**config.mk**
```make
export PLATFORM = sky130hd
export DESIGN_NAME = step_pulse_gen
export DESIGN_NICKNAME = d
export VERILOG_FILES = /design/src/rtl/step_pkg.sv /design/src/rtl/step_timer.sv /design/src/rtl/step_pulse_gen.sv
export SDC_FILE = /design/constraint.sdc
export NUM_CORES = 1
export LEC_CHECK = 0
export BUFFER_PORTS_ARGS = -buffer_cell sky130_fd_sc_hd__buf_2
export CELL_PAD_IN_SITES_DETAIL_PLACEMENT = 1
export CELL_PAD_IN_SITES_GLOBAL_PLACEMENT = 2
export CORE_ASPECT_RATIO = 0.8
export CORE_MARGIN = 3
export CORE_UTILIZATION = 30
export DETAILED_ROUTE_END_ITERATION = 8
export GPL_ROUTABILITY_DRIVEN = 0
export GPL_TIMING_DRIVEN = 0
export PLACE_DENSITY_LB_ADDON = 0.1
export RECOVER_POWER = 100
export SLEW_MARGIN = 10
export SYNTH_ARGS = -nofsm -noshare
export SYNTH_HDL_FRONTEND = slang
export SYNTH_SLANG_ARGS = --single-unit
```
**constraint.sdc**
```tcl
create_clock -name clock_in -period 3.35 [get_ports clock_in]
set_clock_uncertainty 0.15 [all_clocks]
set_input_delay 0.5025 -clock clock_in [delete_from_list [all_inputs] [get_ports clock_in]]
set_output_delay 0.5025 -clock clock_in [all_outputs]
set_load 0.05 [all_outputs]
```
**src/rtl/step_pkg.sv**
```systemverilog
// step_pkg: shared constants for the stepper step/direction generator.
//   - FSM state encodings (IDLE, SETUP, HIGH, LOW, DONE)
//   - default widths for the period counter and step count
//   - clamp_period(): raises a requested period to the minimum legal value
package step_pkg;

  localparam int unsigned DEF_CNT_W   = 28;
  localparam int unsigned DEF_STEPS_W = 16;

  localparam logic [2:0] ST_IDLE  = 3'd0;
  localparam logic [2:0] ST_SETUP = 3'd1;
  localparam logic [2:0] ST_HIGH  = 3'd2;
  localparam logic [2:0] ST_LOW   = 3'd3;
  localparam logic [2:0] ST_DONE  = 3'd4;

  // A step needs at least one LOW cycle after the HIGH time.
  function automatic logic [63:0] clamp_period(input logic [63:0] period_req,
                                               input logic [63:0] min_period);
    return (period_req < min_period) ? min_period : period_req;
  endfunction

endpackage

```
**src/rtl/step_timer.sv**
```systemverilog
// step_timer: loadable down-counter with terminal-count flag.
// Loading value N makes tc_o assert N cycles after the load edge, so an
// interval of L cycles is timed by loading L-1.
//   clk_i      : clock
//   rst_i      : synchronous active-high reset (count cleared)
//   load_i     : load load_val_i on the next edge
//   load_val_i : value to load
//   tc_o       : count is zero
module step_timer #(
  parameter int unsigned W = 28
) (
  input  logic         clk_i,
  input  logic         rst_i,
  input  logic         load_i,
  input  logic [W-1:0] load_val_i,
  output logic         tc_o
);

  logic [W-1:0] cnt_q;
  logic [W-1:0] cnt_d;

  always_comb begin
    cnt_d = cnt_q;
    if (load_i) begin
      cnt_d = load_val_i;
    end else if (cnt_q != '0) begin
      cnt_d = cnt_q - W'(1);
    end
  end

  always_ff @(posedge clk_i) begin
    if (rst_i) begin
      cnt_q <= '0;
    end else begin
      cnt_q <= cnt_d;
    end
  end

  assign tc_o = (cnt_q == '0);

endmodule

```
**src/rtl/step_pulse_gen.sv**
```systemverilog
// step_pulse_gen: stepper-motor step/direction generator.
// Emits num_steps pulses, each HIGH_CYCLES high within a period of
// max(period, HIGH_CYCLES+1) cycles, with direction latched at start.
// Optional macro STEP_DIR_SETUP_EN inserts DIR_SETUP (>=1) cycles of
// direction setup before the first pulse.
//   clock_in   : system clock
//   reset      : synchronous active-high reset
//   start      : request a move (sampled only in IDLE, ignored with abort)
//   num_steps  : pulse count, latched on accepted start
//   dir_in     : direction, latched on accepted start
//   period     : cycles per step, latched (clamped) on accepted start
//   abort      : end the current move through DONE
//   step_out   : registered step pulse
//   dir_out    : registered direction
//   busy       : move in progress, including the done cycle
//   done       : one-cycle completion/abort pulse
//   steps_left : registered remaining pulse count
module step_pulse_gen
  import step_pkg::*;
#(
  parameter int unsigned CNT_W       = step_pkg::DEF_CNT_W,
  parameter int unsigned STEPS_W     = step_pkg::DEF_STEPS_W,
  parameter int unsigned HIGH_CYCLES = 1001,
  parameter int unsigned DIR_SETUP   = 100
) (
  input  logic               clock_in,
  input  logic               reset,
  input  logic               start,
  input  logic [STEPS_W-1:0] num_steps,
  input  logic               dir_in,
  input  logic [CNT_W-1:0]   period,
  input  logic               abort,
  output logic               step_out,
  output logic               dir_out,
  output logic               busy,
  output logic               done,
  output logic [STEPS_W-1:0] steps_left
);

  localparam logic [CNT_W-1:0] HIGH_LOAD  = CNT_W'(HIGH_CYCLES - 1);
  localparam logic [CNT_W-1:0] HIGH_LEN   = CNT_W'(HIGH_CYCLES);
  localparam logic [63:0]      MIN_PERIOD = 64'(HIGH_CYCLES) + 64'd1;
`ifdef STEP_DIR_SETUP_EN
  localparam logic [CNT_W-1:0] SETUP_LOAD = CNT_W'(DIR_SETUP - 1);
`endif

  logic [2:0]         state_q, state_d;
  logic [STEPS_W-1:0] steps_left_q, steps_left_d;
  logic               dir_q, dir_d;
  logic [CNT_W-1:0]   period_q, period_d;
  logic               step_q, busy_q, done_q;

  logic               tmr_load;
  logic [CNT_W-1:0]   tmr_val;
  logic               tmr_tc;

  logic [CNT_W-1:0]   period_eff;
  logic [CNT_W-1:0]   low_load;
  logic [STEPS_W-1:0] steps_dec;

  assign period_eff = CNT_W'(clamp_period(64'(period), MIN_PERIOD));
  // period_q >= HIGH_CYCLES+1, so the LOW interval is at least one cycle.
  assign low_load   = period_q - HIGH_LEN - CNT_W'(1);
  assign steps_dec  = (steps_left_q == '0) ? '0 : steps_left_q - STEPS_W'(1);

  step_timer #(
    .W (CNT_W)
  ) u_timer (
    .clk_i      (clock_in),
    .rst_i      (reset),
    .load_i     (tmr_load),
    .load_val_i (tmr_val),
    .tc_o       (tmr_tc)
  );

  always_comb begin
    state_d      = state_q;
    steps_left_d = steps_left_q;
    dir_d        = dir_q;
    period_d     = period_q;
    tmr_load     = 1'b0;
    tmr_val      = '0;
    case (state_q)
      ST_IDLE: begin
        if (start && !abort) begin
          steps_left_d = num_steps;
          dir_d        = dir_in;
          period_d     = period_eff;
          if (num_steps == '0) begin
            state_d = ST_DONE;
          end else begin
`ifdef STEP_DIR_SETUP_EN
            state_d  = ST_SETUP;
            tmr_load = 1'b1;
            tmr_val  = SETUP_LOAD;
`else
            state_d  = ST_HIGH;
            tmr_load = 1'b1;
            tmr_val  = HIGH_LOAD;
`endif
          end
        end
      end
`ifdef STEP_DIR_SETUP_EN
      ST_SETUP: begin
        if (abort) begin
          state_d = ST_DONE;
        end else if (tmr_tc) begin
          state_d  = ST_HIGH;
          tmr_load = 1'b1;
          tmr_val  = HIGH_LOAD;
        end
      end
`endif
      ST_HIGH: begin
        if (abort) begin
          state_d = ST_DONE;
        end else if (tmr_tc) begin
          state_d  = ST_LOW;
          tmr_load = 1'b1;
          tmr_val  = low_load;
        end
      end
      ST_LOW: begin
        // Abort wins over the step-complete decrement on the last LOW cycle.
        if (abort) begin
          state_d = ST_DONE;
        end else if (tmr_tc) begin
          steps_left_d = steps_dec;
          if (steps_dec == '0) begin
            state_d = ST_DONE;
          end else begin
            state_d  = ST_HIGH;
            tmr_load = 1'b1;
            tmr_val  = HIGH_LOAD;
          end
        end
      end
      ST_DONE: begin
        state_d = ST_IDLE;
      end
      default: begin
        state_d = ST_IDLE;
      end
    endcase
  end

  // Outputs are registered from the next state so they line up with it.
  always_ff @(posedge clock_in) begin
    if (reset) begin
      state_q      <= ST_IDLE;
      steps_left_q <= '0;
      dir_q        <= 1'b0;
      period_q     <= '0;
      step_q       <= 1'b0;
      busy_q       <= 1'b0;
      done_q       <= 1'b0;
    end else begin
      state_q      <= state_d;
      steps_left_q <= steps_left_d;
      dir_q        <= dir_d;
      period_q     <= period_d;
      step_q       <= (state_d == ST_HIGH);
      busy_q       <= (state_d != ST_IDLE);
      done_q       <= (state_d == ST_DONE);
    end
  end

  assign step_out   = step_q;
  assign dir_out    = dir_q;
  assign busy       = busy_q;
  assign done       = done_q;
  assign steps_left = steps_left_q;

endmodule

```
# [Word-level counts from Yosys, hierarchy flattened]
# Cells that the tools add are included.
[op_classes] n_eq_ne=7 mux=32 n_addsub=4 reduce_logical=13 order_cmp=1
[op_table] cell="28-bit 2-to-1 mux" n=5
[op_table] cell="28-bit one-hot mux with 3 select lines" n=1
[op_table] cell="16-bit 2-to-1 mux" n=4
[op_table] cell="28-bit by 1-bit subtractor with 28-bit output (second input constant)" n=2
[op_table] cell="10-bit 2-to-1 mux" n=5
[op_table] cell="16-bit logical NOT" n=3
[op_table] cell="16-bit one-hot mux with 2 select lines" n=1
[op_table] cell="28-bit logical NOT" n=1
[op_table] cell="28-bit by 10-bit less-than comparator with 1-bit output (second input constant)" n=1
[op_table] cell="28-bit nonzero test" n=1
[op_table] cell="28-bit by 10-bit subtractor with 28-bit output (second input constant)" n=1
[op_table] cell="3-bit 2-to-1 mux" n=7
[op_table] cell="16-bit by 1-bit subtractor with 16-bit output (second input constant)" n=1
[op_table] cell="3-bit by 2-bit equality test with 1-bit output (second input constant)" n=3
[op_table] cell="3-bit one-hot mux with 3 select lines" n=1
[op_table] cell="1-bit 2-to-1 mux" n=7
[op_table] cell="2-bit inequality test (second input constant)" n=3
[op_table] cell="4-bit AND reduction" n=1
[op_table] cell="2-bit nonzero test" n=2
[op_table] cell="3-bit equality test (second input constant)" n=1
[op_table] cell="3-bit logical NOT" n=1
[op_table] cell="1-bit one-hot mux with 3 select lines" n=1
[op_table] cell="3-bit nonzero test" n=1
[op_table] cell="2-bit AND reduction" n=1
[op_table] cell="other kinds (2)" n=2
[word_totals] in_bits=49 regBits=79 word_cells=65

# [Longest topological paths before layout]
# Gate-level depths: netlist (run 1).
[logic_depth] depth_word=8 depth_mapped=13 ltp_nobuf=9

# [Cells and area by module]
# Synthesis (run 1) repeated with hierarchy kept, for this count alone.
[hier_totals] cells_unflattened=622 hier_area_um2=4858.4
[by_module_without_submodules] module="step_pulse_gen" cells_each=428 n_inst=1 area_per_inst_um2=3205.6
[by_module_without_submodules] module="step_timer" cells_each=194 n_inst=1 area_per_inst_um2=1652.8

# [Least setup slack after synthesis (run 1)]
# Ideal clock, no wire load.
[synth_timing] path_kind="register to register" from="reg u_timer.cnt_q[0]" to="reg steps_left_q[6], in the netlist steps_left[6]" period_less_slack_ps=3185 path_stages_with_launch=13 setup_slack_ps=165 arrival_time_ps=2903 required_time_ps=3068 path_cell_list="dfxtp_1 > inv_1 > ha_1 > or4b_1 > buf_2 > or4_4 > buf_6 > or4_4 > buf_6 > o31a_1 > clkbuf_1 > o21ai_0 > a21oi_1"
[synth_between] elab_chain_len=3
[synth_rtl] item="start, declared" line="step_timer.sv:19" rtl="logic [W-1:0] cnt_q;"
[synth_rtl] item="start signal, assigned" line="step_timer.sv:35" rtl="cnt_q <= cnt_d;"
[synth_rtl] item="28-bit logical NOT" line="step_timer.sv:39" rtl="assign tc_o = (cnt_q == '0);"
[synth_rtl] item="2-bit inequality test (no line)"
[synth_rtl] item="4-bit AND reduction (no line)"
[synth_rtl] item="end signal, assigned" line="step_pulse_gen.sv:160" rtl="steps_left_q <= steps_left_d;"
[synth_rtl] item="end, declared" line="step_pulse_gen.sv:48" rtl="logic [STEPS_W-1:0] steps_left_q, steps_left_d;"
# No other way between the ends.
# A chain may end at the register's enable or synchronous reset.

# [Worst setup path after layout (run 1)]
[layout_timing] from="reg u_timer.cnt_q[0]" to="reg steps_left_q[14], in the netlist steps_left[14]"
# The elaborated chain is that of the path after synthesis.

==> reports/results.tsv, run 1 <==
metric	value	unit
outcome	finished, final reports clean	
Logic pwr share	42.4	%
met2 GRT Util	28.1	%
Fillers	1821	
Critical Path End Type	flip-flop	
top cell type's share of synthesized area	35.1	%
DRT antenna net count	0	
post-route setup slack	0.0371	ns
post-synthesis async set-or-reset flop share	0	%
CP startpoint kind	flip-flop	
Worst Setup SP	u_timer.cnt_q[0]$_SDFFE_PP0P_	
Top delay family on crit path	simple AND/OR/NAND/NOR gates	
Net Sw Frac	39.3	%
Syn Inst Count	587	
worst hold slack	0.253	ns
CP bufs+invs	1	
routed len/inst	19.3	µm
Die ar.	16500	µm²
Core Area	14500	µm²
Via Count	4682	
largest net degree at the start of global routing	15	
crit path DAT	3.43	ns
Synth area leader	dfxtp_1	
first-pass GRT wire length	26200	µm
vias in the first global route	4607	
GRT overflow	0	
EDFF count, synth	0	
Achievable Freq	0.302	GHz
Worst-path clk slew	0.07	ns
Main synth FF type	dfxtp_1	
vias per cell	5.44	
Mapped Avg Cell Area	7.68	µm²
PnR Total Power	0.00416	W
initial antenna violation count	0	
GR peak layer	met1	
cell at the slowest stage of the critical path	or4_4	
part of the power in the clock network	26.6	%
Reg-to-Reg Start	u_timer.cnt_q[0]$_SDFFE_PP0P_	
switching pwr	0.00164	W
chip width	143	µm
Initial DRC Count	263	
syn_nets	639	
met3 Use GR	3.84	%
slew of the pin with the lowest slew margin	0.770	ns
Seq/Total Area, Yosys	35.1	%
Distinct cells, synth	52	
first-pass detailed-route iteration total	5	
Worst Hold Class	in2reg	
Leak	2.12	nW
Tcrit/Tclk final	98.9	%
clk_lat worst skew	0.34	ns
Yosys reg bits	79	
Area Growth Syn to Fin	23.5	%
IO Port Bufs	66	
clk sinks	79	
Required @ worst endpoint	3.47	ns
CTS tree	built	
Slowest Stage Delay on Critical Path	0.61	ns
Max Slew Vio Count	0	
Diodes inserted	0	
CTS buffer count	9	
critical path type	reg2reg	
Max VDD drop	0.263	mV
cell with the most instances after synthesis	nand2_1	
Layout Utilization	38.4	%
Syn Std Cell Area	4510	µm²
CTS root buffer	clkbuf_16	
Final Hold Fails	0	
I/O pin cnt	69	
layout cells sized above 1	16.7	%
largest fanout on the critical path	7	
Starting Density	31.1	%
synth cell count leaders	nand2_1 (83), dfxtp_1 (79), nor2_1 (76)	
DRT Wirelength	16600	µm
GRT Total Usage	20.4	%
CTS H-Tree Depth	3	
minimum clock period	3.31	ns
GR Util met1	32.5	%
Setup Viol. Count Final	0	
sequential power share	31.0	%
# DRC	0	
CP cell instances	inv_4 > ha_4 > or4b_4 > or4_4 > or4_4 > o31a_1 > or3_4 > a21oi_2	
DP Worst Slack	-0.528	ns
Yosys warnings	0	
RSZ-0062 raised after global routing	true	
clk buf depth	2	
MaxCap Viol Count	0	
Power Internal	0.00253	W
dpl hpwl	12800	µm
Cell Pwr Density	748	nW/µm²
fin nets	724	
placement row count	39	
crit-path most repeated cell	or4_4	
top cells by area, synth	dfxtp_1 (35%), nand2_1 (6.9%), nor2_1 (6.3%), xnor2_1 (5.8%), a21oi_1 (4.8%)	
Slew headroom	48.4	%
worst hold start	period[22]	
Chip Height	116	µm
hold_buf cts	0	
[flip-flops by register name (all words and copies together), names as in the netlist]
signal         count
period_q          28
u_timer.cnt_q     28
steps_left        16
state_q            3
busy               1
dir_out            1
done               1
step_out           1
[path summary, 6_finish.rpt]
| path | cells past startpoint | slack [ns] | end |
|---|---|---|---|
| worst max-delay path | 8 | 0.04 | steps_left[14]$_SDFFE_PP0P_ |
| worst min-delay path | 3 | 0.25 | period_q[22]$_SDFFE_PP0P_ |
| worst max register to register | 8 | 0.04 | steps_left[14]$_SDFFE_PP0P_ |
| worst min register to register | 2 | 0.32 | dir_out$_SDFFE_PP0P_ |
[tightest hold or removal path, cell delays in order]
cell,delay [ns]
buf_2,0.10
nand2_1,0.05
a21oi_1,0.05
[logic make-up (layout without fill, tap and decap cells)]
group                      Yosys count  after routing  synth area share (%)
xor gates and xnor gates            54             54                  10.5
muxes                                2              2                 0.472
and+or+nand+nor                    273            273                  29.2
adders and majority gates            3              3                 0.832
DFF                                 79             79                  35.1
AOI/OAI and AO/OA                  130            130                  19.7
buffers and inverters               46            136                  4.22
[layout make-up]
cell class	count	area, µm²	share of cell area, %
multi-input combinational	462	2840	51.0
buffer	32	144	2.58
clock buffer	10	239	4.29
sequential	79	1590	28.5
inverter	11	43.8	0.787
tap	184	230	4.13
clock inverter	6	92.6	1.66
timing repair buffer	77	392	7.03
[power groups by stage]
stage | Clock, W | Combinational, W | Sequential, W
after global placement | 0 | 0.00159 | 0.00129
after floorplan | 0 | 0.00121 | 0.00130
final | 0.00111 | 0.00177 | 0.00129
after global routing | 0.00117 | 0.00198 | 0.00132
after CTS | 0.00113 | 0.00167 | 0.00128
after detailed placement | 0 | 0.00163 | 0.00130
[metrics by stage]
| stage | TNS, ns | std cells | cell area (µm²) |
|---|---|---|---|
| 6_report | 0 | 861 | 5570 |
| 5_1_grt | -0.0985 | 861 | 5570 |
| 3_5_place_dp | -10.65 | 837 | 5070 |
| 3_3_place_gp | -10.42 | 837 | 5070 |
| 4_1_cts | 0 | 856 | 5470 |
| 2_1_floorplan | 0 | 587 | 4510 |
[layer usage]
layer	part of all wire, %	routed length, µm
met1	54	8990
met5	0	0
met4	1.1	188
met2	40	6670
met3	4.6	772
[placed cells by master (no fill, tap or decap), types with 3 or more instances in the layout]
| master | netlist | routed |
|---|---|---|
| a211oi_1 | 7 | 6 |
| a21oi_1 | 43 | 41 |
| a22oi_1 | 21 | 21 |
| a2bb2oi_1 | 4 | 4 |
| and2_1 | 4 | 4 |
| buf_2 | 2 | 46 |
| buf_4 | 0 | 9 |
| clkbuf_1 | 31 | 47 |
| clkbuf_16 | 0 | 9 |
| dfxtp_1 | 79 | 77 |
| inv_1 | 10 | 8 |
| nand2_1 | 83 | 83 |
| nand2b_1 | 4 | 4 |
| nand3_1 | 9 | 8 |
| nand3b_1 | 4 | 4 |
| nand4_1 | 4 | 4 |
| nor2_1 | 76 | 75 |
| nor2b_1 | 3 | 3 |
| nor3_1 | 24 | 22 |
| nor4_1 | 29 | 26 |
| o211ai_1 | 5 | 5 |
| o21a_1 | 4 | 4 |
| o21ai_0 | 17 | 14 |
| o21ai_1 | 0 | 3 |
| o221a_2 | 7 | 7 |
| o31a_1 | 3 | 3 |
| o31ai_1 | 3 | 3 |
| o41ai_1 | 5 | 4 |
| or2_2 | 4 | 4 |
| or3_1 | 11 | 10 |
| or4_1 | 7 | 7 |
| xnor2_1 | 30 | 30 |
| xor2_1 | 24 | 24 |
[what timing repair did]
| action | in CTS | in global routing |
|---|---|---|
| setup buffers | 4 | 6 |
| gates resized for setup | 16 | 24 |
| setup endpoints to repair | 45 | 39 |
| cloned | 1 | 0 |
| pin swaps | 3 | 9 |
Note: power is estimated with default switching activity, not from simulation.
==> run 2, diff against run 1 <==
--- a/config.mk
+++ b/config.mk
@@ -14,7 +14,7 @@
 export DETAILED_ROUTE_END_ITERATION = 8
 export GPL_ROUTABILITY_DRIVEN = 0
 export GPL_TIMING_DRIVEN = 0
-export PLACE_DENSITY_LB_ADDON = 0.1
+export PLACE_DENSITY_LB_ADDON = 0.05
 export RECOVER_POWER = 100
 export SLEW_MARGIN = 10
 export SYNTH_ARGS = -nofsm -noshare
==> reports/results.tsv, run 2 (synthesized netlist as in run 1, its figures left out) <==
metric	value	unit
outcome	finished, final reports clean	
crit-path most repeated cell	or4_4	
placement row count	39	
Setup Viol. Count Final	0	
clk_lat worst skew	0.35	ns
setup_tns	0	ns
Critical Path End Type	flip-flop	
Cell Pwr Density	760	nW/µm²
Area Growth Syn to Fin	23.0	%
Fillers	1802	
R2R depth	11	
minimum clock period	3.21	ns
vias in the first global route	4695	
IO Port Bufs	66	
dpl hpwl	12800	µm
Top delay family on crit path	simple AND/OR/NAND/NOR gates	
Die ar.	16500	µm²
clk buf depth	2	
largest fanout on the critical path	5	
DRT antenna net count	0	
Max Slew Vio Count	0	
reg-to-reg endpoint	steps_left[9]$_SDFFE_PP0P_	
fin nets	723	
Achievable Freq	0.311	GHz
chip width	143	µm
Via Count	4681	
cell at the slowest stage of the critical path	or4_4	
DRT Wirelength	16800	µm
GRT overflow	0	
fin area	5550	µm²
post-route setup slack	0.138	ns
Starting Density	31.1	%
CP cell instances	inv_2 > ha_2 > or4b_4 > buf_6 > or4_4 > or4_4 > o31ai_4 > buf_4 > o21ai_0 > a22oi_1 > nor2_1	
commonest cells after routing, fill and taps aside	nand2_1 (83), dfxtp_1 (77), nor2_1 (75)	
CP startpoint kind	flip-flop	
Leak	2.13	nW
critical path type	reg2reg	
CTS H-Tree Depth	3	
largest net degree at the start of global routing	15	
vias per cell	5.44	
Core Area	14500	µm²
Post-Place Cell Area	5070	µm²
hold_buf cts	0	
Diodes inserted	0	
CP bufs+invs	3	
GRT Total Usage	21.0	%
first-pass detailed-route iteration total	4	
RSZ-0062 raised after global routing	true	
slew of the pin with the lowest slew margin	0.748	ns
Worst Setup SP	u_timer.cnt_q[1]$_SDFFE_PP0P_	
Required @ worst endpoint	3.42	ns
Slew headroom	49.6	%
clk sinks	79	
Setup crit end	steps_left[9]$_SDFFE_PP0P_	
PnR Total Power	0.00421	W
layout cells sized above 1	16.1	%
CTS tree	built	
# DRC	0	
CTS buffer count	9	
Reg-to-Reg Start	u_timer.cnt_q[1]$_SDFFE_PP0P_	
Tcrit/Tclk final	95.9	%
first-pass GRT wire length	26800	µm
MaxCap Viol Count	0	
CTS root buffer	clkbuf_16	
Chip Height	116	µm
most common cell after layout, fill and taps aside	nand2_1	
routed len/inst	19.5	µm
Initial DRC Count	272	
Final Hold Fails	0	
DP Worst Slack	-0.609	ns
Max VDD drop	0.243	mV
initial antenna violation count	0	
crit path DAT	3.28	ns
Layout Utilization	38.3	%
FF-to-FF setup slack	0.14	ns
Slowest Stage Delay on Critical Path	0.49	ns
Hold Crit Depth	3	
Worst Hold Class	in2reg	
I/O pin cnt	69	
Worst-path clk slew	0.06	ns
CP Depth	11	
==> run 2: layout make-up <==
cell class	instances	area, µm²	share of cell area, %
clock buffers	10	239	4.31
well taps	184	230	4.15
plain buffers	33	151	2.73
multi-input cells	462	2810	50.7
inverters	11	41.3	0.745
repair buffers	75	373	6.72
flip-flops and latches	79	1580	28.6
clock inverters	6	115	2.08
==> run 2: what timing repair did <==
item	in CTS	in global routing
pin swaps	6	3
setup buffers	8	0
endpoints found under the setup margin	41	37
gates cloned	1	0
resized for setup	20	8
==> run 2: how the worst min path moves through the flow <==
stage	startpoint	endpoint	slack (ns)
after global placement	dir_out$_SDFFE_PP0P_	dir_out$_SDFFE_PP0P_	0.30
final	dir_in	dir_out$_SDFFE_PP0P_	0.24
after global routing	period[17]	period_q[17]$_SDFFE_PP0P_	0.25
after detailed placement	dir_out$_SDFFE_PP0P_	dir_out$_SDFFE_PP0P_	0.31
after floorplan	period_q[27]$_SDFFE_PP0P_	period_q[27]$_SDFFE_PP0P_	0.30
after CTS	dir_in	dir_out$_SDFFE_PP0P_	0.23
==> run 2: tightest hold or removal path, stage by stage <==
cell and delay, ns:
buf_2 0.10, nand2_1 0.04, a21oi_1 0.05
==> run 2: report_power, final <==
part	internal, W	leakage [nW]	switching (W)
registers	0.00111	0.647	0.000172
clock network	0.000754	0.170	0.000434
logic	0.000726	1.31	0.00102
total	0.00259	2.13	0.00162
==> run 2: routing by layer <==
metal / part of all wire, % / vias to the layer above / GRT usage (%)
met3: 6.5 / 14 / 4.95
met1: 53 / 2257 / 32.8
met5: 0 / - / 0
met2: 39 / 125 / 28.6
li1: - / 2285 / -
met4: 1.3 / 0 / 5.19
==> run 2: per-stage QoR <==
step,hold slack [ns],instances
floorplan,0.299,587
global placement,0.299,837
detailed placement,0.306,837
CTS,0.233,860
global route,0.252,860
finish,0.236,860
==> run 3, diff against run 2 <==
--- a/config.mk
+++ b/config.mk
@@ -16,6 +16,7 @@
 export GPL_TIMING_DRIVEN = 0
 export PLACE_DENSITY_LB_ADDON = 0.05
 export RECOVER_POWER = 100
+export REMOVE_ABC_BUFFERS = 1
 export SLEW_MARGIN = 10
 export SYNTH_ARGS = -nofsm -noshare
 export SYNTH_HDL_FRONTEND = slang
==> reports/results.tsv, run 3 (synthesized netlist as in run 1, its figures left out) <==
metric	value	unit
commonest cells after routing, fill and taps aside	nand2_1 (83), dfxtp_1 (77), nor2_1 (75)	
fin nets	700	
Area Growth Syn to Fin	21.6	%
Via Count	4493	
# DRC	0	
Die ar.	16500	µm²
chip width	143	µm
clk_lat worst skew	0.35	ns
clk sinks	79	
CTS tree	built	
GRT Total Usage	19.5	%
MaxCap Viol Count	0	
Max Slew Vio Count	0	
DRT Wirelength	15600	µm
most common cell after layout, fill and taps aside	nand2_1	
largest fanout on the critical path	6	
dpl hpwl	11200	µm
crit-path most repeated cell	or4_4	
Critical Path End Type	flip-flop	
CTS buffer count	9	
Leak	2.12	nW
minimum clock period	3.25	ns
CP cell instances	inv_2 > ha_4 > or4b_4 > or4_4 > or4_4 > o31ai_4 > buf_12 > o21ai_0 > a22oi_1 > nor2_1	
Max VDD drop	0.261	mV
first-pass GRT wire length	25400	µm
Slowest Stage Delay on Critical Path	0.50	ns
Post-Layout Cell Count	837	
vias per cell	5.37	
Achievable Freq	0.308	GHz
CTS H-Tree Depth	3	
Slew headroom	29.8	%
largest net degree at the start of global routing	73	
critical path type	reg2reg	
placement row count	39	
RSZ-0062 raised after global routing	true	
PnR Total Power	0.00403	W
CP startpoint kind	flip-flop	
slew of the pin with the lowest slew margin	1.05	ns
first-pass detailed-route iteration total	4	
GRT overflow	0	
clk buf depth	2	
routed len/inst	18.7	µm
vias in the first global route	4653	
Initial DRC Count	225	
FF-to-FF setup slack	0.1	ns
Required @ worst endpoint	3.40	ns
IO Port Bufs	68	
outcome	finished, final reports clean	
DRT antenna net count	0	
Worst-path clk slew	0.07	ns
Core Area	14500	µm²
Starting Density	31.1	%
placed insts	807	
CTS root buffer	clkbuf_16	
Setup Viol. Count Final	0	
layout cells sized above 1	17.3	%
crit path DAT	3.30	ns
Worst Hold Class	in2reg	
Layout Utilization	37.8	%
I/O pin cnt	69	
Top delay family on crit path	simple AND/OR/NAND/NOR gates	
initial antenna violation count	0	
Diodes inserted	0	
CP bufs+invs	2	
Tcrit/Tclk final	97.0	%
cell at the slowest stage of the critical path	or4b_4	
Chip Height	116	µm
Cell Pwr Density	735	nW/µm²
Final Hold Fails	0	
## run 3: cell types whose count changed in the layout (fill, tap and decap cells not counted), sizes merged
cell,previous run,this run
clkbuf,62,30
bufinv,3,1
buf,56,65
clkinv,1,5
clkinvlp,1,0
inv,12,11
## run 3: per-layer routing
metal / GRT usage, % / vias to the layer above / wire length, µm
li1: - / 2226 / -
met1: 28.6 / 2173 / 8170
met2: 30.1 / 86 / 6680
met3: 3.67 / 8 / 673
met4: 3.42 / 0 / 89
met5: 0 / - / 0
## run 3: metrics by stage
step                instance area [µm²]  worst slack (ns)  hold WS [ns]  TNS [ns]
floorplan                          4360            -0.132         0.293    -0.173
global placement                   4930             -1.64         0.294    -61.24
detailed placement                 4970            -0.522         0.302    -11.53
CTS                                5340            0.0396         0.228         0
global route                       5480           -0.0601         0.247    -0.264
finish                             5480            0.0998         0.241         0
## run 3: layout make-up
type / count / area, µm²
clock buffer: 10 / 229
clock inverter: 6 / 70.1
fill: 1763 / 9010
inverter: 11 / 41.3
multi-input combinational: 462 / 2830
sequential: 79 / 1590
tap: 184 / 230
timing repair buffer: 85 / 495
## run 3: timing repair
action,CTS,global route
setup endpoints to repair,40,31
hold buffers,0,0
setup buffers,3,10
resized for setup,7,18
gates cloned,0,1
pin swaps,1,1
## run 3: power by group
part | switching, W | internal [W] | total (W) | leakage, nW
clock | 0.000433 | 0.000583 | 0.00102 | 0.147
sequential | 0.000186 | 0.00111 | 0.00130 | 0.647
combinational | 0.000983 | 0.000734 | 0.00172 | 1.33
## run 3: worst paths after layout
check | startpoint | end | cells after the start
worst min-delay path | dir_in | dir_out$_SDFFE_PP0P_ | 3
worst min register to register | dir_out$_SDFFE_PP0P_ | dir_out$_SDFFE_PP0P_ | 2
worst max-delay path | u_timer.cnt_q[0]$_SDFFE_PP0P_ | steps_left[9]$_SDFFE_PP0P_ | 10
worst max register to register | u_timer.cnt_q[0]$_SDFFE_PP0P_ | steps_left[9]$_SDFFE_PP0P_ | 10
## run 3: tightest hold or removal path: cells and delay by family
kind                   cells  cell delay [ns]
AND/OR/NAND/NOR            1             0.04
AO/OA/AOI/OAI              1             0.05
buffers and inverters      1             0.09
